$ cat config.mk
export PLATFORM = sky130hd
export DESIGN_NAME = bldc_commutator_ctrl
export DESIGN_NICKNAME = d
export VERILOG_FILES = /design/src/rtl/bldc_pkg.sv /design/src/rtl/bldc_commutator_ctrl_pwm.sv /design/src/rtl/bldc_commutator_ctrl.sv
export SDC_FILE = /design/constraint.sdc
export NUM_CORES = 1
export LEC_CHECK = 0
export CORE_ASPECT_RATIO = 1.2
export CORE_MARGIN = 10
export CORE_UTILIZATION = 40
export DETAILED_ROUTE_END_ITERATION = 8
export PLACE_DENSITY = 0.63
export SLEW_MARGIN = 30
export SYNTH_ARGS = -nofsm -noshare
export SYNTH_HDL_FRONTEND = slang
export SYNTH_SLANG_ARGS = --single-unit
$ cat constraint.sdc
create_clock -name clk -period 2.7 [get_ports clk]
set_input_delay 0.54 -clock clk [delete_from_list [all_inputs] [get_ports clk]]
set_output_delay 0.54 -clock clk [all_outputs]
set_load 0.03 [all_outputs]
$ cat src/rtl/bldc_pkg.sv
// Shared constants for the six-step BLDC commutator: state encodings, commutation
// table, gate bit positions and the step-advance helper.
package bldc_pkg;

  typedef enum logic [1:0] {
    IDLE  = 2'd0,
    DEAD  = 2'd1,
    DRIVE = 2'd2
  } bldc_state_e;

  localparam logic [1:0] ST_IDLE  = 2'd0;
  localparam logic [1:0] ST_DEAD  = 2'd1;
  localparam logic [1:0] ST_DRIVE = 2'd2;

  localparam logic [2:0] STEP_COUNT = 3'd6;
  localparam logic [2:0] LAST_STEP  = STEP_COUNT - 3'd1;

  localparam int GATE_AH = 5;
  localparam int GATE_AL = 4;
  localparam int GATE_BH = 3;
  localparam int GATE_BL = 2;
  localparam int GATE_CH = 1;
  localparam int GATE_CL = 0;

  localparam logic [5:0] TBL_S0 = 6'b100100;
  localparam logic [5:0] TBL_S1 = 6'b000110;
  localparam logic [5:0] TBL_S2 = 6'b010010;
  localparam logic [5:0] TBL_S3 = 6'b011000;
  localparam logic [5:0] TBL_S4 = 6'b001001;
  localparam logic [5:0] TBL_S5 = 6'b100001;

  // Next step index with wrap in both directions (dir=1 walks backwards).
  function automatic logic [2:0] step_next(input logic [2:0] idx, input logic dir);
    logic [2:0] res;
    if (dir) begin
      res = (idx == 3'd0) ? LAST_STEP : idx - 3'd1;
    end else begin
      res = (idx >= LAST_STEP) ? 3'd0 : idx + 3'd1;
    end
    return res;
  endfunction

endpackage

$ cat src/rtl/bldc_commutator_ctrl_pwm.sv
// High-side PWM for the commutator: free-running counter while active, compared
// against duty. Only instantiated when BLDC_PWM_EN is defined.
module bldc_pwm
  import bldc_pkg::*;
#(
  parameter int DUTY_W = 8
) (
  input  logic              clk,
  input  logic              rst_n,
  input  logic              en,
  input  logic [DUTY_W-1:0] duty,
  output logic              pwm_on
);

  logic [DUTY_W-1:0] pwm_cnt;

  // Counter wraps naturally at 2^DUTY_W; held at zero while the sequencer idles.
  always_ff @(posedge clk or negedge rst_n) begin
    if (!rst_n) begin
      pwm_cnt <= {DUTY_W{1'b0}};
    end else if (en) begin
      pwm_cnt <= pwm_cnt + {{(DUTY_W-1){1'b0}}, 1'b1};
    end else begin
      pwm_cnt <= {DUTY_W{1'b0}};
    end
  end

  assign pwm_on = (pwm_cnt < duty);

endmodule

$ cat src/rtl/bldc_commutator_ctrl.sv
// Six-step BLDC commutation sequencer with break-before-make dead time.
// Optional high-side PWM is enabled with macro BLDC_PWM_EN.
module bldc_commutator_ctrl
  import bldc_pkg::*;
#(
  parameter int PERIOD_W = 16,
  parameter int DEADTIME = 4,
  parameter int DUTY_W   = 8
) (
  input  logic                clk,
  input  logic                rst_n,
  input  logic                run,
  input  logic                dir,
  input  logic [PERIOD_W-1:0] period,
  input  logic [DUTY_W-1:0]   duty,
  output logic [5:0]          gate,
  output logic [2:0]          step_idx,
  output logic                step_tick,
  output logic                busy
);

  localparam logic [PERIOD_W-1:0] DT_LAST = PERIOD_W'(DEADTIME - 1);
  localparam logic [PERIOD_W-1:0] P_MIN   = PERIOD_W'(DEADTIME + 1);
  localparam logic [PERIOD_W-1:0] ONE     = PERIOD_W'(1);
  localparam logic [PERIOD_W-1:0] ZERO    = {PERIOD_W{1'b0}};

  logic [1:0]          state, state_nxt;
  logic [PERIOD_W-1:0] cnt, cnt_nxt;
  logic [PERIOD_W-1:0] p_lat, p_nxt, p_clamped;
  logic [2:0]          idx_nxt;
  logic                tick_nxt;
  logic [5:0]          tbl_val, hs_mask, gate_nxt;
  logic                pwm_on;

`ifdef BLDC_PWM_EN
  bldc_pwm #(
    .DUTY_W(DUTY_W)
  ) u_pwm (
    .clk    (clk),
    .rst_n  (rst_n),
    .en     (state != ST_IDLE),
    .duty   (duty),
    .pwm_on (pwm_on)
  );
`else
  logic unused_duty;
  assign unused_duty = ^duty;
  assign pwm_on      = 1'b1;
`endif

  assign p_clamped = (period < P_MIN) ? P_MIN : period;

  // Commutation table lookup for the current step.
  always_comb begin
    tbl_val = 6'b000000;
    case (step_idx)
      3'd0:    tbl_val = TBL_S0;
      3'd1:    tbl_val = TBL_S1;
      3'd2:    tbl_val = TBL_S2;
      3'd3:    tbl_val = TBL_S3;
      3'd4:    tbl_val = TBL_S4;
      3'd5:    tbl_val = TBL_S5;
      default: tbl_val = 6'b000000;
    endcase
  end

  // Sequencer next-state: stop has priority over the step boundary.
  always_comb begin
    state_nxt = state;
    cnt_nxt   = cnt;
    p_nxt     = p_lat;
    idx_nxt   = step_idx;
    tick_nxt  = 1'b0;
    case (state)
      ST_IDLE: begin
        cnt_nxt = ZERO;
        if (run) begin
          state_nxt = ST_DEAD;
          p_nxt     = p_clamped;
        end else begin
          state_nxt = ST_IDLE;
        end
      end
      ST_DEAD: begin
        if (!run) begin
          state_nxt = ST_IDLE;
          cnt_nxt   = ZERO;
        end else if (cnt == DT_LAST) begin
          state_nxt = ST_DRIVE;
          cnt_nxt   = cnt + ONE;
        end else begin
          cnt_nxt   = cnt + ONE;
        end
      end
      ST_DRIVE: begin
        if (!run) begin
          state_nxt = ST_IDLE;
          cnt_nxt   = ZERO;
        end else if (cnt == p_lat - ONE) begin
          state_nxt = ST_DEAD;
          cnt_nxt   = ZERO;
          p_nxt     = p_clamped;
          idx_nxt   = step_next(step_idx, dir);
          tick_nxt  = 1'b1;
        end else begin
          cnt_nxt   = cnt + ONE;
        end
      end
      default: begin
        state_nxt = ST_IDLE;
        cnt_nxt   = ZERO;
      end
    endcase
  end

  // Gate image for the next cycle; high sides are gated by the PWM compare.
  always_comb begin
    hs_mask          = 6'b111111;
    hs_mask[GATE_AH] = pwm_on;
    hs_mask[GATE_BH] = pwm_on;
    hs_mask[GATE_CH] = pwm_on;
    if (state_nxt == ST_DRIVE) begin
      gate_nxt = tbl_val & hs_mask;
    end else begin
      gate_nxt = 6'b000000;
    end
  end

  // Sequencer state and registered outputs.
  always_ff @(posedge clk or negedge rst_n) begin
    if (!rst_n) begin
      state     <= ST_IDLE;
      cnt       <= ZERO;
      p_lat     <= P_MIN;
      step_idx  <= 3'd0;
      step_tick <= 1'b0;
      busy      <= 1'b0;
      gate      <= 6'b000000;
    end else begin
      state     <= state_nxt;
      cnt       <= cnt_nxt;
      p_lat     <= p_nxt;
      step_idx  <= idx_nxt;
      step_tick <= tick_nxt;
      busy      <= (state_nxt != ST_IDLE);
      gate      <= gate_nxt;
    end
  end

endmodule

# Word level (Yosys, flattened, before mapping)
# Index checks and enable logic that the tools add are counted.
# W data, S select, Z words.
# totals
inputBits	28
word_cells	55
output_inout_bits	11
ff_bits	45
# classes
mux	23
order_cmp	2
n_eq_ne	13
reduce_logical	6
n_addsub	4
# ops
op	n
$mux W16	7
$pmux W16 S2	2
$pmux W6 S6	1
$add A16 B1 Y16 const B	1
$eq A16 B16 Y1	1
$eq A16 B2 Y1 const B	1
$lt A16 B3 Y1 const B	1
$sub A16 B1 Y16 const B	1
$mux W3	3
$mux W2	4
$eq A3 B2 Y1 const B	2
$eq A3 B3 Y1 const B	2
$mux W6	1
$ne A2 B2 Y1 const B	3
$pmux W2 S3	1
$eq A2 B2 Y1 const B	2
$mux W1	4
$reduce_and A4 Y1	1
$reduce_bool A2 Y1	2
$add A3 B1 Y3 const B	1
$eq A3 B1 Y1 const B	1
$ge A3 B3 Y1 const B	1
$logic_not A3 Y1	1
$reduce_and A3 Y1	1
3 further kinds	3

# Depth between registers and ports, before layout
# Gate-level depths: netlist of the first run.
# depth
depth_word	7
ltp_mapped	10

# Least setup slack after synthesis of the first run
# Ideal clock, no wire load.
# synth_timing
path_type	register to register
start	reg p_lat[0]
end	reg p_lat[10]
n_path_buf	1
synth_period_minus_slack_ps	2570
stages_incl_launch_ff	11
t_required_ps	2575
setup_time_ps	125
arrival_time_ps	2445
setup_slack_ps	130
path_cell_list	dfstp_2 -> inv_1 -> ha_1 -> xor2_1 -> o211ai_1 -> a311oi_1 -> o2111ai_2 -> nor3_4 -> a21oi_2 -> buf_6 -> mux2_4
# synth_via
elab_chain_len	4
# synth_rtl
element	line	text
from (decl)	bldc_commutator_ctrl.sv:29	logic [PERIOD_W-1:0] p_lat, p_nxt, p_clamped;
from (signal assigned)	bldc_commutator_ctrl.sv:142	p_lat <= p_nxt;
$sub A16 B1 Y16	bldc_commutator_ctrl.sv:99	end else if (cnt == p_lat - ONE) begin
$eq A16 B16 Y1	bldc_commutator_ctrl.sv:99	
$ne A2 B2 Y1 (no source line)	--	
$reduce_and A4 Y1 (no source line)	--	
# Every way passes these cells.
# A chain may end at the register's enable or synchronous reset.

# Worst setup path after layout of the first run
# layout_timing
start	reg p_lat[0]
end	reg cnt[14]
# layout_via
elab_chain_len	5
# layout_rtl
element	line	text
$sub A16 B1 Y16	bldc_commutator_ctrl.sv:99	
$eq A16 B16 Y1	bldc_commutator_ctrl.sv:99	
$mux W16	bldc_commutator_ctrl.sv:99	
$mux W16	bldc_commutator_ctrl.sv:96	if (!run) begin
$pmux W16 S2	bldc_commutator_ctrl.sv:74	case (state)
net cnt_nxt[14]	bldc_commutator_ctrl.sv:28	logic [PERIOD_W-1:0] cnt, cnt_nxt;
to (signal assigned)	bldc_commutator_ctrl.sv:141	cnt <= cnt_nxt;
to (decl)	bldc_commutator_ctrl.sv:28	
# The timed path passes the listed nets, and every way through them passes these cells.

==> results of run 1 <==
[power by group through the flow]
stage / Combinational (mW) / Sequential, mW / Clock (mW)
floorplan: 0.224 / 0.785 / 0
global placement: 0.356 / 0.792 / 0
detailed placement: 0.363 / 0.792 / 0
CTS: 0.373 / 0.780 / 0.618
global route: 0.449 / 0.790 / 0.646
finish: 0.414 / 0.782 / 0.608
[repair_timing]
item | CTS | global route
buffers inserted | 1 | 7
cloned | 0 | 1
pin swaps | 2 | 13
endpoints found under the setup margin | 39 | 40
resized for setup | 5 | 31
[metrics by stage]
| step | utilization, % | cell area, um^2 |
|---|---|---|
| floorplan | - | 2773 |
| global placement | 49.69 | 3364 |
| CTS | 52.24 | 3537 |
| finish | 55.43 | 3754 |
| detailed placement | 49.69 | 3364 |
| global route | 55.43 | 3754 |
[cell usage after synthesis, types with 8 or more instances]
| cell | instances |
|---|---|
| dfrtp_1 | 43 |
| mux2_2 | 8 |
| nand3_1 | 11 |
| nor2_1 | 37 |
| ha_1 | 11 |
| xor2_1 | 19 |
| xnor2_1 | 15 |
| nand2_1 | 13 |
| inv_1 | 10 |
[path summary, 6_finish.rpt]
path / depth (start not counted) / end / slack (ns) / startpoint
max reg2reg: 13 / cnt[14] / -0.02 / p_lat[0]
min in group clk: 1 / cnt[0] / 0.54 / cnt[0]
min reg2reg: 1 / cnt[0] / 0.54 / cnt[0]
max: 13 / cnt[14] / -0.02 / p_lat[0]
min: 1 / cnt[2] / 0.21 / rst_n
max in group asynchronous: 2 / cnt[15] / 1.79 / rst_n
[registers in the layout (all words and copies together), names as in the netlist]
name / count
p_lat: 16
gate: 6
step_idx: 3
cnt: 16
state: 2
step_tick: 1
busy: 1
[cells by family after synthesis]
group,count (synthesis)
compound gates,34
xor+xnor,34
fa+ha+maj,12
buf+inv,17
flops,45
mux,19
simple gates,106
[metal layers]
layer / GRT usage [%] / vias to the layer above / part of all wire (%)
met1: 15.78 / 1057 / 43
met2: 20.90 / 42 / 51
met3: 3.184 / 14 / 3.4
met5: 0 / - / 0
met4: 3.941 / 0 / 1.9
li1: - / 1079 / -
[cell type report]
class | instances | area (um^2) | share of cell area, %
clock inverter | 3 | 65.06 | 1.733
tap | 87 | 108.9 | 2.900
clock buffer | 5 | 68.82 | 1.833
sequential | 45 | 1129 | 30.07
inverter | 10 | 37.54 | 1.000
timing repair buffer | 69 | 634.4 | 16.90
multi-input combinational | 205 | 1710 | 45.57
==> reports/summary.md, run 1 <==
The flow ran to the end, but the final reports show violations. Across the VDD grid, the largest voltage drop is 309.4 uV. The hold violation total from the final report was 0.

The most common cell after layout, fill and taps aside was dfrtp_1. The minimum setup slack in the final design was -0.02464 ns; the share of synthesized area spent on multiplexers was 8.484%. In the post-synthesis netlist, the biggest area contributors are dfrtp_1 (39%), xor2_1 (6.0%), nor2_1 (5.0%), ha_1 (5.0%), xnor2_1 (4.7%). The share of total power dissipated in combinational logic is 23.0%. After the first detailed-routing iteration, the DRC count stood at 61. The sort of element at the end of the critical path was a flop.

The share of final-layout standard cells stronger than drive strength 1 works out to 32.05%. The tool flagged a number of max-cap violations equal to 0. The H-tree depth came out at 2. The first-pass iteration count of the detailed router came out at 4. The wire-length estimate of the detail-placed layout is 4850 um. The run gives 1.307 mW as the total internal power.

Clock skew on the completed layout was measured at 0.004222 ns. The area growth from synthesis to layout is 35.38%. The run gives 0 as the initial antenna violation count. The initialized floorplan defines 33 standard-cell rows.

For the pin with the worst max-slew slack, the measured transition is 0.5232 ns. In this run the remaining antenna-violating nets after routing total 0. The final reports fail on setup timing. In this run the count of I/O pins placed on the die edge is 39. The root buffer cell chosen for the clock tree is clkbuf_8. The number of antenna cells inserted is 0, and the count of unique library cells instantiated by Yosys is 50. Among all stages on the critical path, the largest delay is contributed by dfstp_2. The switching power share of the total is 27.53%, and the horizontal extent of the die is 96 um. The mean instance size in the synthesized netlist was 10.38 um^2. The relative contribution of the clock network to total power came out at 33.7%. The largest total area in the synthesized netlist belongs to dfrtp_1. After detailed routing, the average wire length per cell comes to 15.68 um. For the achievable frequency, the log shows 367.0 MHz. The analysis attributes to net switching a power of 496.6 uW. The maximum number of pins on one net before global-route repair came out at 25. The worst setup path is of the reg2reg kind.

For this design the ratio of total power to cell area is 480.6 nW/um^2. The worst path buffer plus inverter count was 6; the complex-gate fraction of the synthesized area was 10.51%. Setup repair after global routing could not meet its margin everywhere. The number of buffers created by CTS is 5. The worst-case headroom to the max-slew limit was 65.12%; the flip-flop and latch count after synthesis was 45. TritonCTS built the clock tree.

In this run the tool buffered the top-level ports with 30 buffer cells. The clock reaches the later pin of the worst-skew pair after 0.30 ns. The class of the worst hold path is in2async.

The first global-routing pass estimated 11210 um of wire. The floorplan step defined a core boundary enclosing 6771 um^2. Number of buffers inserted by hold repair at cts: 0. The number of placed instances, taps included, is 407.

The die is 111.2 um tall. The share of the clock period used by the worst path after layout is 100.9%. Using the TritonRoute via totals, the vias-per-cell ratio works out to 5.170. Routability-driven placement finished with a final weighted congestion of 0.8258. Once the floorplan was initialized, standard cells occupied 40.95% of the core.

After global routing the overflow that remains totals 0. Summing the areas of all xor and xnor instances in the mapped netlist gives 10.74% of the synthesized area. Overall power consumption after layout is estimated at 1.804 mW. The library cell appearing most often on the critical path was buf_4. The number of synthesized flops with an enable pin is 0, and the delay of the slowest cell on the worst path is 0.54 ns.

The tools report the launching element type of the critical path as a flop. The post-route setup TNS was -0.1584 ns. The number of global-route vias before repair is 2248. Hold is met by 0.2080 ns. The final layout contains 375 nets. Summing the areas of all fa, ha and maj instances in the mapped netlist gives 5.325% of the synthesized area.

The clock period minus worst slack was 2.725 ns; the total wirelength of the detailed-routed design was 6647 um. Counting every net in the synthesized netlist gives 306. For this run, the number of Yosys warnings is 0. Number of setup violations in the final report: 8.

The static leakage is 1.574 nW. The top cell types in the final layout, fill and taps aside, are dfrtp_1 (43), buf_4 (35), clkdlybuf4s50_1 (29), nor2_1 (26), xor2_1 (19). The clock slew at the register clock pins of the worst setup and hold paths is 0.09 ns, and the fraction of registers with async set/reset is 100.0%. The dominant combinational cell family by area after synthesis is simple AND/OR/NAND/NOR gates. The required time of the critical path was 2.90 ns. Data on the critical path arrives at its endpoint at 2.92 ns. Global routing used 12.77% of the available tracks. The instance count of the mapped netlist was 267. The share of the synthesized area in the top cell type was 38.81%; the synthesized cell area was 2773 um^2. The clock net in this run drives a total of 45 sinks.

For this run, design rule violations remaining after detail routing come to 0. Maximum buffer depth of the clock tree: 2. The tools report the number of filler cells placed in the layout as 610.

The part of the Yosys area used for sequential elements came out at 40.70%. The signal on the critical path passes through inv_2 -> ha_4 -> nor4b_4 -> buf_4 -> buf_4 -> buf_4 -> a41oi_4 -> o2111ai_4 -> buf_6 -> o31a_1 -> o211ai_4 -> clkbuf_16 -> nor2_1. The biggest fanout along the worst timing path is 8, and the final cell count without fillers is 424.

Area of the die: 10680 um^2. The cell family contributing the most delay on the critical path is compound AO/OA/AOI/OAI gates. For the total number of vias, the log shows 2192.

Final number of max-transition violations: 0. The primary flip-flop cell chosen by synthesis mapping is dfrtp_1. The worst slack at placement is -0.1809 ns. Portion of total power attributed to sequential cells: 43.4%. The simple-gate share of the synthesized area came out at 21.07%.
(Power assumes the default switching activity.)
==> inputs of run 2 (changes only) <==
Settings changed: CTS_CLUSTER_SIZE from default to 12.
==> results of run 2 <==
No change in the layout: final DEF, timing and power equal those of run 1.
==> inputs of run 3 (changes only) <==
Clock period 2.7 ns to 2.23 ns, I/O delays scaled along.
==> reports/summary.md, run 3 (synthesis results as in run 1) <==
The flow ran to the end, but the final reports show violations. The final reports fail on setup timing. The achievable frequency is 388.7 MHz (+5.9%), and the maximum number of pins on one net before global-route repair is 28 (+12%).

The die extent in y was 111.2 um (unchanged). The tools report the final core area utilization as 58.41% (+3.0 points). Setup repair after global routing could not meet its margin everywhere. The logs give 2.41 ns (-0.49 ns) for the required time of the critical path and 13.60% (+0.84 points) for the total global-route track usage. The power density over cell area was 509.5 nW/um^2 (+6.0%); the clock slew at the register clock pins of the worst setup and hold paths was 0.08 ns (about the same).

The worst setup path is of the reg2reg kind. The number of placement rows was 33 (unchanged); the clock sink count was 45 (unchanged). For the worst voltage drop across the vdd grid, the log shows 308.5 uV (-0.29%). For the first-pass iteration count of the detailed router, the log shows 4 (unchanged). The average wire length per cell after detail routing works out to 15.35 um (-2.1%).

Most common cell after layout, fill and taps aside: buf_4. The number of setup violations in the final report is 44 (+36). STA classifies the critical path startpoint as a flop. The total wirelength of the detailed-routed design came out at 7015 um (+5.5%).

The run gives 2 (unchanged) as the H-tree depth. The first-pass GRT wire length was 11840 um (+5.6%). STA classifies the critical path endpoint as a flop. The static leakage was 1.705 nW (+8.3%); the total I/O pin count was 39 (unchanged). The logs give 5228 um (+7.8%) for the HPWL after detailed placement and 5 (unchanged) for the number of buffers created by CTS. The number of DRC markers after the initial detailed-route iteration was 130 (+110%). The biggest fanout along the worst timing path works out to 7 (-1). The pin slew with the least headroom to its limit is 0.7768 ns (+0.2536 ns), and the maximum buffer depth of the clock tree is 2 (unchanged). TritonCTS built the clock tree.

Relative area change from synthesis to final layout: 42.64%. Floorplan core area: 6771 um^2 (unchanged). Class of the worst hold path: in2async. The number of antenna-violating nets in the routed design is 0 (unchanged).

The horizontal extent of the die came out at 96 um (unchanged). The worst register-to-register path begins at p_lat[1]. The total number of vias is 2347 (+7.1%). The initial antenna violation count is 0 (unchanged).

The hold violation total from the final report is 0 (unchanged), and the number of global-route vias before repair is 2471 (+9.9%). The area of the die came out at 10680 um^2 (unchanged). The share of final-layout standard cells stronger than drive strength 1 was 38.65% (+6.6 points); the post-detailed-route DRC marker count was 0 (unchanged).

The worst hold slack after final layout was 0.1413 ns (-0.06675 ns). The minimum setup slack in the final design was -0.3426 ns (-0.3180 ns). The arrival time reported for the critical path endpoint is 2.76 ns (-0.16 ns).

The largest registers in the layout are cnt x16, p_lat x16, gate x6. In this run the worst setup path begins at p_lat[1]. The share of the clock period used by the worst path after layout was 115.4% (+14 points); the worst-case headroom to the max-slew limit was 48.10% (-17 points).

The run gives 0 (unchanged) as the final number of max-transition violations. The run gives 0.30 ns (about the same) as the insertion delay to the later sink of the worst-skew pair. The number of I/O port buffers was 30 (unchanged); the worst setup skew after layout was 0.006780 ns (+0.002558 ns). The library cell used as clock root buffer was clkbuf_8. The post-detailed-route via-to-cell ratio is 5.136 (-0.66%), and the reported max-cap violation count is 0 (unchanged). The top cell types in the final layout, fill and taps aside, are buf_4 (62), dfrtp_1 (43), clkdlybuf4s50_1 (29), nor2_1 (21), xor2_1 (19). The number of antenna cells inserted was 0 (unchanged); the clock period minus worst slack was 2.573 ns (-0.1520 ns). For the routability-driven placement congestion ratio, the log shows 0.8376 (+1.4%). Remaining global-route overflow: 0 (unchanged).

The net total in the final layout was 408 (+8.8%). The initial core utilization came out at 40.95% (unchanged).
==> run 3: changes by cell type in the layout (fill, tap and decap cells not counted), moves of 4 or more <==
cell,previous run,this run
buf_4,35,62
nor2_1,26,21
nor2_2,11,15
buf_6,1,8
==> run 3: report_power, final <==
part	switching (mW)	total (mW)	internal [mW]
combinational	0.249	0.556	0.307
clock	0.270	0.523	0.253
sequential	0.0661	0.936	0.870
==> run 3: layout make-up <==
type / instances / area [um^2]
well taps: 87 / 108.9
flip-flops and latches: 45 / 1129
inverters: 10 / 37.54
multi-input cells: 206 / 1724
fillers: 614 / 2816
clock buffers: 8 / 90.09
repair buffers: 101 / 865.8
==> run 3: path summary, 6_finish.rpt <==
path	endpoint	slack [ns]	cells past startpoint
max in group asynchronous	cnt[4]	1.49	2
min in group clk	p_lat[15]	0.56	1
worst min-delay path	gate[2]	0.14	1
worst min register to register	p_lat[15]	0.56	1
worst max register to register	p_lat[13]	-0.34	12
worst max-delay path	p_lat[13]	-0.34	12
==> run 3: what timing repair did <==
| action | CTS | global route |
|---|---|---|
| resized for setup | 22 | 21 |
| pin swaps | 18 | 5 |
| endpoints found under the setup margin | 45 | 45 |
| cloned | 2 | 0 |
| hold buffers | 0 | 0 |
| buffers inserted | 11 | 3 |
==> run 3: routing by layer <==
metal  track usage, %  routed length (um)
met1            16.69                2918
met3            3.320                 298
met4            4.039                  89
met2            22.52                3709
met5                0                   0
==> run 3: critical path: stages, from the launching register on <==
cell	delay, ns
dfrtp_1	0.40
inv_2	0.09
ha_4	0.15
nor4b_4	0.20
buf_6	0.16
a22oi_2	0.08
a311oi_2	0.26
o2111ai_2	0.17
buf_4	0.18
nor3_4	0.16
buf_6	0.15
a21oi_4	0.11
mux2_4	0.34
==> run 3: through the flow <==
stage	std cells	worst slack (ns)	total power, mW	cell area, um^2	setup TNS [ns]
6_report	457	-0.3426	2.015	3955	-10.86
3_3_place_gp	437	-0.3362	1.454	3641	-12.24
3_5_place_dp	437	-0.3425	1.464	3641	-12.73
4_1_cts	456	-0.3488	2.027	3905	-11.53
5_1_grt	457	-0.4822	2.130	3955	-17.30
2_1_floorplan	267	-0.2853	1.231	2818	-7.525
